### src/rtl/uart_send_if.sv
// uart_send_if: host-side handshake bundle for the multi-byte UART transmitter.
// Ports: en/start/data travel host -> transmitter; tx/busy/done travel back.
// master = host result logic, slave = uart_send.
interface uart_send_if #(
  parameter int DATA_W = 32
);
  logic              en;     // block enable; low aborts and holds idle
  logic              start;  // one-cycle send request
  logic [DATA_W-1:0] data;   // word to send, sampled on acceptance only
  logic              tx;     // serial line, idle high
  logic              busy;   // word transfer in progress
  logic              done;   // one-cycle pulse after the last stop bit

  modport master (
    output en, start, data,
    input  tx, busy, done
  );

  modport slave (
    input  en, start, data,
    output tx, busy, done
  );
endinterface

### src/rtl/uart_send.sv
// uart_send: serialises a BYTE_N-byte word as back-to-back 8N1 frames, MSB byte first, LSB bit first.
// Latency: tx falls one clock after start is sampled; word lasts BYTE_N*10*BAUD_DIV clocks, then done pulses.
// Backpressure: start is ignored while busy (no queueing); en=0 aborts the transfer on the next edge.
// Ports: clk, rst_n (async active-low), bus (uart_send_if.slave: en, start, data in; tx, busy, done out).
module uart_send #(
  parameter int BYTE_N   = 4,
  parameter int DATA_W   = BYTE_N * 8,
  parameter int CLK_FREQ = 50000000,
  parameter int BAUD     = 115200,
  parameter int BAUD_DIV = CLK_FREQ / BAUD
) (
  input  logic       clk,
  input  logic       rst_n,
  uart_send_if.slave bus
);

  localparam int CNT_W  = $clog2(BAUD_DIV);
  localparam int BYTE_W = (BYTE_N > 1) ? $clog2(BYTE_N) : 1;

  typedef enum logic [1:0] {IDLE, START, DATA, STOP} state_t;

  state_t            state_q;
  logic [CNT_W-1:0]  baud_q;
  logic [2:0]        bit_q;
  logic [BYTE_W-1:0] byte_q;
  // word_q always holds the byte being sent in its top 8 bits; it shifts
  // left by one byte at the end of every non-final stop bit.
  logic [DATA_W-1:0] word_q;
  // Remaining data bits 7..1 of the current byte; bit 0 goes straight to tx.
  logic [6:0]        shift_q;
  logic              tx_q;
  logic              busy_q;
  logic              done_q;

  logic              baud_last;

  assign baud_last = (baud_q == CNT_W'(BAUD_DIV - 1));

  assign bus.tx   = tx_q;
  assign bus.busy = busy_q;
  assign bus.done = done_q;

  always_ff @(posedge clk or negedge rst_n) begin
    if (!rst_n) begin
      state_q <= IDLE;
      baud_q  <= '0;
      bit_q   <= '0;
      byte_q  <= '0;
      word_q  <= '0;
      shift_q <= '0;
      tx_q    <= 1'b1;
      busy_q  <= 1'b0;
      done_q  <= 1'b0;
    end else begin
      done_q <= 1'b0;
      if (!bus.en) begin
        // Abort: drop the partial frame immediately, never report done.
        state_q <= IDLE;
        baud_q  <= '0;
        tx_q    <= 1'b1;
        busy_q  <= 1'b0;
      end else begin
        case (state_q)
          IDLE: begin
            if (bus.start) begin
              word_q  <= bus.data;
              byte_q  <= '0;
              baud_q  <= '0;
              tx_q    <= 1'b0;
              busy_q  <= 1'b1;
              state_q <= START;
            end
          end

          START: begin
            if (baud_last) begin
              baud_q  <= '0;
              bit_q   <= '0;
              tx_q    <= word_q[DATA_W-8];
              shift_q <= word_q[DATA_W-1 -: 7];
              state_q <= DATA;
            end else begin
              baud_q <= baud_q + CNT_W'(1);
            end
          end

          DATA: begin
            if (baud_last) begin
              baud_q <= '0;
              if (bit_q == 3'd7) begin
                tx_q    <= 1'b1;
                state_q <= STOP;
              end else begin
                bit_q   <= bit_q + 3'd1;
                tx_q    <= shift_q[0];
                shift_q <= shift_q >> 1;
              end
            end else begin
              baud_q <= baud_q + CNT_W'(1);
            end
          end

          STOP: begin
            if (baud_last) begin
              baud_q <= '0;
              if (byte_q == BYTE_W'(BYTE_N - 1)) begin
                tx_q    <= 1'b1;
                busy_q  <= 1'b0;
                done_q  <= 1'b1;
                state_q <= IDLE;
              end else begin
                // Next start bit follows the stop bit with no idle gap.
                byte_q  <= byte_q + BYTE_W'(1);
                word_q  <= word_q << 8;
                tx_q    <= 1'b0;
                state_q <= START;
              end
            end else begin
              baud_q <= baud_q + CNT_W'(1);
            end
          end

          default: state_q <= IDLE;
        endcase
      end
    end
  end

endmodule

### src/flat_wrapper.sv
// flat-port wrapper written by rule: the top's interface ports become plain ports
module uart_send_flat 
#(
  parameter int BYTE_N   = 4,
  parameter int DATA_W   = BYTE_N * 8,
  parameter int CLK_FREQ = 50000000,
  parameter int BAUD     = 115200,
  parameter int BAUD_DIV = CLK_FREQ / BAUD
)
  (clk, rst_n, bus_en, bus_start, bus_data, bus_tx, bus_busy, bus_done);
  uart_send_if #(.DATA_W(DATA_W)) bus_i ();
  input  logic clk;
  input  logic rst_n;
  input wire logic [$bits(bus_i.en)-1:0] bus_en;
  input wire logic [$bits(bus_i.start)-1:0] bus_start;
  input wire logic [$bits(bus_i.data)-1:0] bus_data;
  output wire logic [$bits(bus_i.tx)-1:0] bus_tx;
  output wire logic [$bits(bus_i.busy)-1:0] bus_busy;
  output wire logic [$bits(bus_i.done)-1:0] bus_done;
  assign bus_i.en = bus_en;
  assign bus_i.start = bus_start;
  assign bus_i.data = bus_data;
  assign bus_tx = bus_i.tx;
  assign bus_busy = bus_i.busy;
  assign bus_done = bus_i.done;
  uart_send #(.BYTE_N(BYTE_N), .DATA_W(DATA_W), .CLK_FREQ(CLK_FREQ), .BAUD(BAUD), .BAUD_DIV(BAUD_DIV)) u_core (.clk(clk), .rst_n(rst_n), .bus(bus_i));
endmodule
### config.mk
export PLATFORM = sky130hd
export DESIGN_NAME = uart_send_flat
export DESIGN_NICKNAME = d
export VERILOG_FILES = /design/src/rtl/uart_send_if.sv /design/src/rtl/uart_send.sv /design/src/flat_wrapper.sv
export SDC_FILE = /design/constraint.sdc
export NUM_CORES = 1
export LEC_CHECK = 0
export BUFFER_PORTS_ARGS = -buffer_cell sky130_fd_sc_hd__buf_2
export CAP_MARGIN = 30
export CORE_ASPECT_RATIO = 2
export CORE_MARGIN = 4
export CORE_UTILIZATION = 57
export DETAILED_ROUTE_END_ITERATION = 10
export PLACE_DENSITY = 0.89
export SETUP_SLACK_MARGIN = 0.5
export SYNTH_ARGS = -nofsm -noshare
export SYNTH_HDL_FRONTEND = slang
export SYNTH_SLANG_ARGS = --single-unit
export TNS_END_PERCENT = 10
### constraint.sdc
create_clock -name clk -period 2.3 [get_ports clk]
set_input_delay 0.345 -clock clk [delete_from_list [all_inputs] [get_ports clk]]
set_output_delay 0.345 -clock clk [all_outputs]
set_load 0.1 [all_outputs]
Word level (Yosys, flattened, before mapping):

Index checks and enable logic that the tools add are counted.

* add/sub/neg operators: 3
* eq/ne operators: 19
* mux-type cells: 44
* reductions and logical operators: 9

Operator list (count)
* 2-to-1 mux 32 bit: 3
* one-hot mux 32 bit (2 select lines): 1
* 2-to-1 mux 9 bit: 3
* 2-to-1 mux 7 bit: 3
* 2-to-1 mux 2 bit: 9
* one-hot mux 9 bit (2 select lines): 1
* 2-to-1 mux 1 bit: 15
* inequality test 3 x 2 -> 1 bit (second input constant): 5
* AND reduction 5 bit: 3
* one-hot mux 7 bit (2 select lines): 1
* adder 9 x 1 -> 9 bit (second input constant): 1
* == test 9 bit (second input constant): 1
* 2-to-1 mux 3 bit: 3
* one-hot mux 2 bit (4 select lines): 1
* AND reduction 4 bit: 2
* == test 2 bit (second input constant): 3
* inequality test 2 x 1 -> 1 bit (second input constant): 3
* inequality test 2 bit (second input constant): 3
* one-hot mux 3 bit (2 select lines): 1
* one-hot mux 1 bit (4 select lines): 1
* one-hot mux 2 bit (2 select lines): 1
* nonzero test 2 bit: 2
* adder 3 x 1 -> 3 bit (second input constant): 1
* == test 3 bit (second input constant): 1
* 7 further kinds: 7

* bits in registers: 58
* bits of input ports: 36
* output and inout port bits: 3
* word-level logic and storage cells: 84

Longest topological paths before layout:

* depth after elaboration: 5
* mapped depth: 8
* depth with buffers taken out: 6

Worst setup path after synthesis:

Ideal clock, no wire load.

* path type: flip-flop to flip-flop
* start: reg u_core.state_q[0]
* end: reg u_core.word_q[13]
* library setup time: 125 ps
* data arrival time: 1988 ps
* required time: 2175 ps
* setup slack: 187 ps
* cell stages (with the launch flop): 9
* path buffers: 2
* period minus slack after synthesis: 2113 ps
* path through: dfrtp_1 inv_1 ha_1 mux2_2 and2_4 a21o_1 buf_6 buf_6 mux2_4

* word-level cells in the longest chain between the ends: 3
* elaborated cells on any way between the ends: 8
* classes of those cells: eq/ne (4); mux (1); reduce/logical (3)

RTL lines
* start, declared: RTL line uart_send.sv:22 `state_t state_q;`
* start signal, assigned: RTL line uart_send.sv:45 `state_q <= IDLE;`
* start signal, assigned: RTL line uart_send.sv:58 `state_q <= IDLE;`
* start signal, assigned: RTL line uart_send.sv:71 `state_q <= START;`
* == test 2 bit / logical NOT 2 bit (equally long branches): RTL line uart_send.sv:63 `case (state_q)`
* inequality test 2 x 1 -> 1 bit (no line) (tied with other cells)
* AND reduction 5 bit (no line)
* end signal, assigned: RTL line uart_send.sv:66 `word_q <= bus.data;`
* end signal, assigned: RTL line uart_send.sv:114 `word_q <= word_q << 8;`
* end, declared: RTL line uart_send.sv:28 `logic [DATA_W-1:0] word_q;`

Parallel ways exist; a longest one is shown, timed or not.
A chain may end at the register's enable or synchronous reset.

Final worst setup path:

* start: reg u_core.state_q[1]
* end: reg u_core.word_q[20]

Same word-level chain as after synthesis.

==> impl_metrics.yaml <==
status:
  outcome: "finished clean"
timing:
  worst_slew_pin_slew_ns: 0.5152
  slew_violations: 0
  max_freq_mhz: 503.2
  min_period_ns: 1.987
  fin_crit_sh_pct: 86.40
  rsz0062_at_grt: "true"
  max-slew-margin-rel_pct: 65.65
  finalHoldViolCount: 0
  clock-skew-final_ns: 0.009420
  setup_tns_ns: 0
  worst_hold_slack_ns: 0.2138
  setup_viol: 0
grt:
  grt_util_all_layers_pct: 25.39
  grt_pass1_wl_um: 12390
  grt_overflow: 0
  grt_pass1_vias: 2536
  grt_max_degree: 26
  grt_antenna_before_repair: 0
detailed_routing:
  wl_per_cell_um: 21.27
  firstDrtPassIters: 4
  dr_wl_met3_um: 435
  drc: 0
  num_vias: 2363
  route.met2.wl_um: 4260
  antenna_left: 0
  avgViaCountPerCell: 6.386
  top_layer: "met4"
  wl_met1_um: 2765
  drt_wl_total_um: 7870
  drt_iter0_markers: 107
power:
  p_leak_uw: 0.001698
  irDropWorstVdd_uv: 729.3
  pwr_density_cell_mw_per_mm2: 1105
critical_path:
  rrSetupSlack_ns: 0.31
  worst_ep_arrival_time_ns: 2.21
  critPathMostFrequentCell: "mux2_4"
  critical_path.n_buffers_inverters: 2
  cp_cell_sequence: "inv_2 > ha_4 > mux2_4 > and2_4 > a21o_4 > buf_12 > mux2_4"
  critPathRequiredTime_ns: 2.53
  crit_slowest_cell: "dfrtp_1"
  crit_type: "flip-flop to flip-flop"
  max_stage_delay_ns: 0.43
  critPathLaunchType: "flip-flop"
  crit_family: "multiplexers"
  cp_max_fo: 13
  crit_path_end_kind: "flip-flop"
clock_tree:
  cts_tree: "yes"
  cts_made_buffers: 9
  clock-sinks: 58
  clock-root-buffer: "clkbuf_8"
  clkTransAtPathRegs_ns: 0.07
  htreeDepth: 3
  clk_latency_ns: 0.35
  clk_path_buf_depth: 2
place:
  io_buffers: 38
  dpl.hpwl_um: 4713
  place_inst: 345
  globalplace.congestion: 0.8052
synth:
  synth_area_leader_cell: "dfrtp_1"
  synth_top_area_share_pct: 47.13
  synth_common_cells: "dfrtp_1 (57), mux2_2 (30), nand2_1 (21)"
  yosysMostFrequentCell: "dfrtp_1"
  ys_types: 45
  synth_area_leaders: "dfrtp_1 (47%), mux2_2 (11%), mux2_4 (9.4%)"
  seq_area_frac_synth_pct: 48.00
  synth.net_count: 297
  synthCells: 251
  syn_area_per_cell_um2: 12.06
  ys_ff_latch: 58
  ys_warn_count: 0
  synth_edf_count: 0
  syn_area_mm2: 0.003027
  async_reset_ff_share_pct: 100.0
  synth_ff_type: "dfrtp_1"
floorplan:
  die_h_um: 111.1
  num_rows: 37
  fp.dieW_um: 59.53
  die_area_mm2: 0.006610
  initial_core_util_pct: 58.90
  io_pins: 39
  core_mm2: 0.005139
min_path:
  hold_class: "primary input to flip-flop"
layout:
  fillCellCount: 323
  final_core_util_pct: 71.32
  multi_input_comb_area_mm2: 0.001524
  fin_nets: 353
  areaGrowthSynthToFinish_pct: 21.08
  n_antenna_cell: 0
  final_cell_count_no_fill: 370
  final-seq-area_mm2: 0.001454
  drive_gt1_share_pct: 42.63
run:
  cap_violations: 0
==> power breakdown <==
| group | internal, uW | switching, uW |
|---|---|---|
| Clock | 669 | 422 |
| Combinational | 730 | 641 |
| Sequential | 1360 | 230 |
==> metal layers <==
layer / track usage [%] / vias to the layer above
met5: 0 / -
met1: 27.66 / 1167
li1: - / 1040
met2: 39.88 / 115
met3: 8.625 / 41
met4: 17.16 / 0
==> stage by stage <==
stage	instance area [um^2]	total power (uW)	setup WS [ns]
floorplan	3050	2491	0.3593
global placement	3316	2704	0.3704
detailed placement	3316	2772	0.3154
CTS	3638	3967	0.3559
global route	3665	4238	0.2875
finish	3665	4049	0.3128
==> logic make-up (layout without fill, tap and decap cells) <==
logic type	count (synthesis)	in the layout	synth area share, %
AND/OR/NAND/NOR	58	58	10.58
buffers and inverters	17	78	2.935
AO/OA/AOI/OAI	51	51	11.08
multiplexers	57	57	23.27
adder cells (fa/ha/maj)	10	10	4.134
flip-flops	58	58	48.00
==> path summary, 6_finish.rpt <==
path                              startpoint           endpoint  depth (start not counted)
setup / recovery           u_core.state_q[1]  u_core.word_q[20]                          7
setup reg to reg           u_core.state_q[1]  u_core.word_q[20]                          7
hold / removal                   bus_data[0]   u_core.word_q[0]                          2
max in group asynchronous              rst_n      u_core.bus.tx                          3
hold reg to reg              u_core.bit_q[1]    u_core.bit_q[1]                          2
min in group asynchronous              rst_n  u_core.word_q[31]                          2
==> final cells by class <==
| type | instances | share of cell area [%] |
|---|---|---|
| clock buffers | 12 | 4.234 |
| multi-input cells | 176 | 41.58 |
| inverters | 7 | 0.7853 |
| clock inverters | 4 | 2.014 |
| repair buffers | 55 | 9.730 |
| well taps | 58 | 1.980 |
| flip-flops and latches | 58 | 39.67 |
==> flip-flops by register name, summed over array words and instances, names as in the netlist <==
register	cells
u_core.bit_q	3
u_core.bus.tx	1
u_core.shift_q	7
u_core.bus.done	1
u_core.word_q	32
u_core.byte_q	2
u_core.bus.busy	1
u_core.baud_q	9
u_core.state_q	2
==> repair_timing <==
item	4_1_cts	5_1_grt
setup buffers	5	2
cloned	1	0
hold endpoints to repair	20	0
gates resized for setup	8	4
pin swaps	1	1
endpoints found under the setup margin	47	50
hold buffers	1	0
==> layout by cell type, fill, tap and decap left out, types with 2 or more instances in the layout <==
master	Yosys	final
a21oi_1	7	7
a22o_1	8	8
a31oi_1	5	5
a41oi_1	2	2
and3_1	4	4
buf_2	2	38
buf_4	0	13
bufinv_16	0	2
clkbuf_8	0	11
dfrtp_1	57	56
ha_1	10	8
inv_1	7	5
mux2_2	30	29
mux2_4	19	20
mux2i_1	7	7
nand2_1	21	21
nand2b_1	5	5
nand3_1	7	7
nand3b_1	2	2
nor2_1	3	3
nor2b_1	3	3
nor3_1	2	2
o21ai_0	17	16
o22ai_1	2	2
or3_1	2	2
No activity file was read; power rests on OpenSTA's default activity.
